<file path="src/rtl/mem_port_arbiter_if.sv">
// Bus bundle between the fetch/load-store requesters, the arbiter and the memory port.
// The slave modport is the arbiter's view; master is the requester/memory side.
interface mem_port_arbiter_if;
  logic        req0;
  logic [31:0] addr0;
  logic        req1;
  logic [31:0] addr1;
  logic [31:0] wdata1;
  logic        we1;
  logic        ack0;
  logic        ack1;
  logic [31:0] rdata;
  logic        mem_sel;
  logic [31:0] mem_addr;
  logic [31:0] mem_wdata;
  logic        mem_en;
  logic        mem_we;
  logic [31:0] mem_rdata;

  modport slave (
    input  req0, addr0, req1, addr1, wdata1, we1, mem_rdata,
    output ack0, ack1, rdata, mem_sel, mem_addr, mem_wdata, mem_en, mem_we
  );

  modport master (
    output req0, addr0, req1, addr1, wdata1, we1, mem_rdata,
    input  ack0, ack1, rdata, mem_sel, mem_addr, mem_wdata, mem_en, mem_we
  );
endinterface

</file>
<file path="src/rtl/mem_port_arbiter.sv">
// Shares one memory port between fetch (port 0) and load/store (port 1), round-robin on ties.
// Optional macro ARB_DATA_PRIO_EN: port 1 wins every tie and no last-grant history is kept.
module mem_port_arbiter #(
  parameter int MEM_LAT = 2,
  parameter int CNT_W   = 4
) (
  input logic               clk,
  input logic               reset,
  mem_port_arbiter_if.slave bus
);
  // state  | meaning
  // IDLE   | nothing in flight; pending requests are arbitrated here
  // ACCESS | memory enabled; cnt counts down to the final access cycle
  // ACK    | one-cycle completion pulse to the granted port
  typedef enum logic [1:0] {
    IDLE   = 2'd0,
    ACCESS = 2'd1,
    ACK    = 2'd2
  } state_t;

  localparam logic [CNT_W-1:0] LAT_M1 = CNT_W'(MEM_LAT - 1);

  state_t           state;
  state_t           state_nxt;
  logic [CNT_W-1:0] cnt;
  logic [CNT_W-1:0] cnt_nxt;
  logic             sel;
  logic             sel_nxt;
  logic [31:0]      rdata_q;
  logic [31:0]      rdata_nxt;
  logic             tie_pick;
  logic             store_now;
  logic             unused_addr_lsbs;

`ifdef ARB_DATA_PRIO_EN
  assign tie_pick = 1'b1;
`else
  logic last_gnt;

  // Port 0 wins the first tie because last_gnt comes out of reset pointing at port 1.
  assign tie_pick = ~last_gnt;

  always_ff @(posedge clk) begin
    if (reset) begin
      last_gnt <= 1'b1;
    end else if (state == IDLE && bus.req0 && bus.req1) begin
      last_gnt <= tie_pick;
    end
  end
`endif

  assign store_now = sel & bus.we1;

  always_comb begin
    state_nxt = state;
    cnt_nxt   = cnt;
    sel_nxt   = sel;
    rdata_nxt = rdata_q;
    case (state)
      IDLE: begin
        if (bus.req0 || bus.req1) begin
          state_nxt = ACCESS;
          cnt_nxt   = LAT_M1;
          if (bus.req0 && bus.req1) begin
            sel_nxt = tie_pick;
          end else begin
            sel_nxt = bus.req1;
          end
        end
      end
      ACCESS: begin
        if (cnt == '0) begin
          state_nxt = ACK;
          if (!store_now) begin
            rdata_nxt = bus.mem_rdata;
          end
        end else begin
          cnt_nxt = cnt - 1'b1;
        end
      end
      ACK: begin
        state_nxt = IDLE;
      end
      default: begin
        state_nxt = IDLE;
      end
    endcase
  end

  always_ff @(posedge clk) begin
    if (reset) begin
      state   <= IDLE;
      cnt     <= '0;
      sel     <= 1'b0;
      rdata_q <= '0;
    end else begin
      state   <= state_nxt;
      cnt     <= cnt_nxt;
      sel     <= sel_nxt;
      rdata_q <= rdata_nxt;
    end
  end

  // Address low bits are dropped by the word-aligning mux; no misalignment check.
  assign unused_addr_lsbs = ^{bus.addr0[1:0], bus.addr1[1:0]};

  assign bus.ack0      = (state == ACK) && !sel;
  assign bus.ack1      = (state == ACK) && sel;
  assign bus.rdata     = rdata_q;
  assign bus.mem_sel   = sel;
  assign bus.mem_en    = (state == ACCESS);
  assign bus.mem_we    = (state == ACCESS) && store_now;
  assign bus.mem_addr  = sel ? {bus.addr1[31:2], 2'b00} : {bus.addr0[31:2], 2'b00};
  assign bus.mem_wdata = sel ? bus.wdata1 : 32'h0;
endmodule

</file>
<file path="src/flat_wrapper.sv">
// flat-port wrapper written by rule: the top's interface ports become plain ports
module mem_port_arbiter_flat 
#(
  parameter int MEM_LAT = 2,
  parameter int CNT_W   = 4
)
  (clk, reset, bus_req0, bus_addr0, bus_req1, bus_addr1, bus_wdata1, bus_we1, bus_mem_rdata, bus_ack0, bus_ack1, bus_rdata, bus_mem_sel, bus_mem_addr, bus_mem_wdata, bus_mem_en, bus_mem_we);
  mem_port_arbiter_if bus_i ();
  input logic clk;
  input logic reset;
  input wire logic [$bits(bus_i.req0)-1:0] bus_req0;
  input wire logic [$bits(bus_i.addr0)-1:0] bus_addr0;
  input wire logic [$bits(bus_i.req1)-1:0] bus_req1;
  input wire logic [$bits(bus_i.addr1)-1:0] bus_addr1;
  input wire logic [$bits(bus_i.wdata1)-1:0] bus_wdata1;
  input wire logic [$bits(bus_i.we1)-1:0] bus_we1;
  input wire logic [$bits(bus_i.mem_rdata)-1:0] bus_mem_rdata;
  output wire logic [$bits(bus_i.ack0)-1:0] bus_ack0;
  output wire logic [$bits(bus_i.ack1)-1:0] bus_ack1;
  output wire logic [$bits(bus_i.rdata)-1:0] bus_rdata;
  output wire logic [$bits(bus_i.mem_sel)-1:0] bus_mem_sel;
  output wire logic [$bits(bus_i.mem_addr)-1:0] bus_mem_addr;
  output wire logic [$bits(bus_i.mem_wdata)-1:0] bus_mem_wdata;
  output wire logic [$bits(bus_i.mem_en)-1:0] bus_mem_en;
  output wire logic [$bits(bus_i.mem_we)-1:0] bus_mem_we;
  assign bus_i.req0 = bus_req0;
  assign bus_i.addr0 = bus_addr0;
  assign bus_i.req1 = bus_req1;
  assign bus_i.addr1 = bus_addr1;
  assign bus_i.wdata1 = bus_wdata1;
  assign bus_i.we1 = bus_we1;
  assign bus_i.mem_rdata = bus_mem_rdata;
  assign bus_ack0 = bus_i.ack0;
  assign bus_ack1 = bus_i.ack1;
  assign bus_rdata = bus_i.rdata;
  assign bus_mem_sel = bus_i.mem_sel;
  assign bus_mem_addr = bus_i.mem_addr;
  assign bus_mem_wdata = bus_i.mem_wdata;
  assign bus_mem_en = bus_i.mem_en;
  assign bus_mem_we = bus_i.mem_we;
  mem_port_arbiter #(.MEM_LAT(MEM_LAT), .CNT_W(CNT_W)) u_core (.clk(clk), .reset(reset), .bus(bus_i));
endmodule
</file>
<file path="config.mk">
export PLATFORM = sky130hd
export DESIGN_NAME = mem_port_arbiter_flat
export DESIGN_NICKNAME = d
export VERILOG_FILES = /design/src/rtl/mem_port_arbiter_if.sv /design/src/rtl/mem_port_arbiter.sv /design/src/flat_wrapper.sv
export SDC_FILE = /design/constraint.sdc
export NUM_CORES = 1
export LEC_CHECK = 0
export CAP_MARGIN = 25
export CORE_MARGIN = 2
export CORE_UTILIZATION = 28
export DETAILED_ROUTE_END_ITERATION = 12
export PLACE_DENSITY = 0.76
export SYNTH_ARGS = -nofsm -noshare
export SYNTH_HDL_FRONTEND = slang
export SYNTH_SLANG_ARGS = --single-unit
</file>
<file path="constraint.sdc">
create_clock -name clk -period 2.5 [get_ports clk]
set_input_delay 0.5 -clock clk [delete_from_list [all_inputs] [get_ports clk]]
set_output_delay 0.5 -clock clk [all_outputs]
set_load 0.005 [all_outputs]
</file>
==> run_results.csv <==
group,metric,value,unit
die,core,0.00859,mm^2
yosys,syn-mean-instance-area,9.39,um^2
place,post-dp-hpwl,6.54,mm
cells_and_area,fill_cells,747,
clocking,clk_latency,0.29,ns
global_route,antenna_found_initial,0,
setup_path,path_cells,"buf_12, mux2_2, clkdlybuf4s50_1",
power,p_leak,1.80,nW
sta,final_max_slew_viol_count,0,
clocking,postCtsHoldBufs,0,
clocking,cts_buffers,5,
setup_path,crit_path_end_kind,"output port",
clocking,root_buffer,"clkbuf_8",
setup_path,critical_path_class,"reg2out",
sta,setup_ws,0.179,ns
sta,timing.final.crit_share,92.8,%
yosys,ys_warn_count,0,
status,status,"completed",
detailed_routing,ant_nets,0,
yosys,syn_inst,260,
clocking,cts_tree,"built",
detailed_routing,drt_iter0_markers,49,
setup_path,r2r_slack,0.58,ns
setup_path,max_stage_delay,0.47,ns
detailed_routing,routed-via-count,2555,
yosys,async_flop_share,0,%
clocking,htreeDepth,2,
sta,rsz0062_at_grt,"false",
detailed_routing,post-route-drc-count,0,
place,portBuffers,227,
cells_and_area,final_cells,586,
cells_and_area,regArea,805,um^2
die,die_y,97.4,um
die,io-pin-count,234,
sta,fin_crit,2.32,ns
sta,fmax,0.431,GHz
global_route,grt_max_degree,72,
power,p_sw_share,25.2,%
setup_path,cp-start-kind,"register",
place,gp_congestion,0.803,
power,power_density,416,mW/mm^2
cells_and_area,layout-drive-gt1-share,10.3,%
power,power.internal,1.53,mW
cells_and_area,antenna_cells,0,
place,place_area,0.00481,mm^2
die,die_area,0.00949,mm^2
cells_and_area,layout_common_cells,"227 x clkdlybuf4s50_1, 65 x nand2b_1, 39 x dfxtp_1",
place,dp.cells,578,
setup_path,worstPathRequired,2.00,ns
cells_and_area,final_common_cell,"clkdlybuf4s50_1",
clocking,cts.sink_count,40,
die,die_w,97.4,um
die,start_util,28.4,%
global_route,grt_pass1_wl,12.6,mm
yosys,synth_edf_count,0,
sta,skew,0.00660,ns
setup_path,slowest_stage,"dfxtp_4",
global_route,grt_usage,16.2,%
die,row_count,34,
setup_path,worstPathMaxFanout,31,
power,p_clk_share,25.6,%
cells_and_area,fin_nets,612,
detailed_routing,routedWlPerCell,13.9,um
run,cap_violations,0,
sta,finalHoldViolations,0,
hold_path,hold_class,"reg2reg",
place,pre_cts_ws,0.255,ns
detailed_routing,drtPass1Iterations,4,
power,power.switching,0.515,mW
detailed_routing,wirelength,8.17,mm
power,ir_drop,0.000329,V
yosys,synth-main-ff-cell,"dfxtp_1",
power,p_seq_share,35.9,%
setup_path,cp_data_arrival_time,1.82,ns
global_route,grt-ovfl-total,0,
clocking,clk_pin_slew,0.08,ns
global_route,grt_pass1_vias,2508,
cells_and_area,fin_area,0.00492,mm^2
yosys,seq_area_frac_synth,32.8,%
cells_and_area,multiInputGateArea,0.00152,mm^2
sta,setup_tns,0,ns
yosys,synth_seq_cells,40,
sta,setup_viol,0,
detailed_routing,via_per_inst,4.36,
yosys,syn_area,0.00244,mm^2
sta,holdWs,0.474,ns
clocking,clockBufferDepth,2,
cells_and_area,area_growth,102,%
power,p_comb_share,38.5,%
yosys,ys_types,34,
metal layers:
layer	share of wire, %	vias to the layer above	global-route usage, %	routed length [um]
met5	0	-	0	0
met1	39	1140	18.0	3170
li1	-	1285	-	-
met3	8.3	13	5.40	676
met2	52	117	29.5	4220
met4	1.4	0	3.95	115
what timing repair did:
action                                  in CTS  in global routing
setup buffers                                0                  0
resized for setup                            0                  1
endpoints found under the setup margin       0                 22
kinds of logic after synthesis:
family	after synthesis	share of synthesized area (%)
DFF	40	32.8
muxes	62	26.9
other	1	0.154
buffers and inverters	26	5.28
adders and majority gates	2	1.02
AOI/OAI and AO/OA	14	4.66
and+or+nand+nor	115	29.2
synthesized netlist by cell type, types with 2 or more instances:
| cell type | instances | area [um^2] |
|---|---|---|
| and2_1 | 32 | 200 |
| nand3_1 | 2 | 10.0 |
| nand2_1 | 3 | 11.3 |
| buf_4 | 2 | 15.0 |
| clkbuf_1 | 16 | 60.1 |
| mux2i_1 | 32 | 320 |
| mux2_2 | 30 | 338 |
| a21boi_0 | 2 | 15.0 |
| buf_6 | 3 | 33.8 |
| inv_1 | 4 | 15.0 |
| a21oi_1 | 3 | 15.0 |
| nor3_1 | 2 | 10.0 |
| ha_1 | 2 | 25.0 |
| nor2_1 | 2 | 7.51 |
| a31o_2 | 3 | 26.3 |
| nand2b_1 | 65 | 407 |
| dfxtp_1 | 40 | 801 |
cell type report:
type	instances	share of cell area [%]
Timing Repair Buffer	231	47.5
Tap cell	108	2.75
Sequential cell	40	16.3
Clock inverter	3	0.864
Clock buffer	5	1.40
Inverter	4	0.305
Multi-Input combinational cell	195	30.8
registers in the layout, indices dropped and copies added, names as in the netlist:
signal              flops
u_core.bus.mem_sel      1
u_core.bus.rdata       32
u_core.cnt              4
u_core.last_gnt         1
u_core.state            2
worst max-delay path, delay by kind of cell, from the launching register on:
family	cells	cell delay, ns
flip-flops	1	0.47
multiplexers	1	0.37
buffers and inverters	2	0.69
final timing paths:
check / end / cells after the start / from
max reg2reg: u_core.bus.rdata[5] / 6 / u_core.cnt[0]
min reg2reg: u_core.bus.rdata[21] / 2 / u_core.bus.rdata[21]
max: bus_mem_addr[11] / 3 / u_core.bus.mem_sel
min: u_core.bus.rdata[21] / 2 / u_core.bus.rdata[21]
power by group through the flow:
stage	clock [mW]	combinational (mW)	sequential, mW
after floorplan	0	0.310	0.744
after global routing	0.570	0.846	0.744
after global placement	0	0.779	0.746
after detailed placement	0	0.792	0.749
final	0.523	0.788	0.735
after CTS	0.549	0.798	0.736
stage by stage:
stage	util, %	total power [mW]
3_3_place_gp	56.0	1.53
3_5_place_dp	56.0	1.54
2_1_floorplan	-	1.05
6_report	57.3	2.05
5_1_grt	57.3	2.16
4_1_cts	57.3	2.08
(Power assumes the default switching activity.)
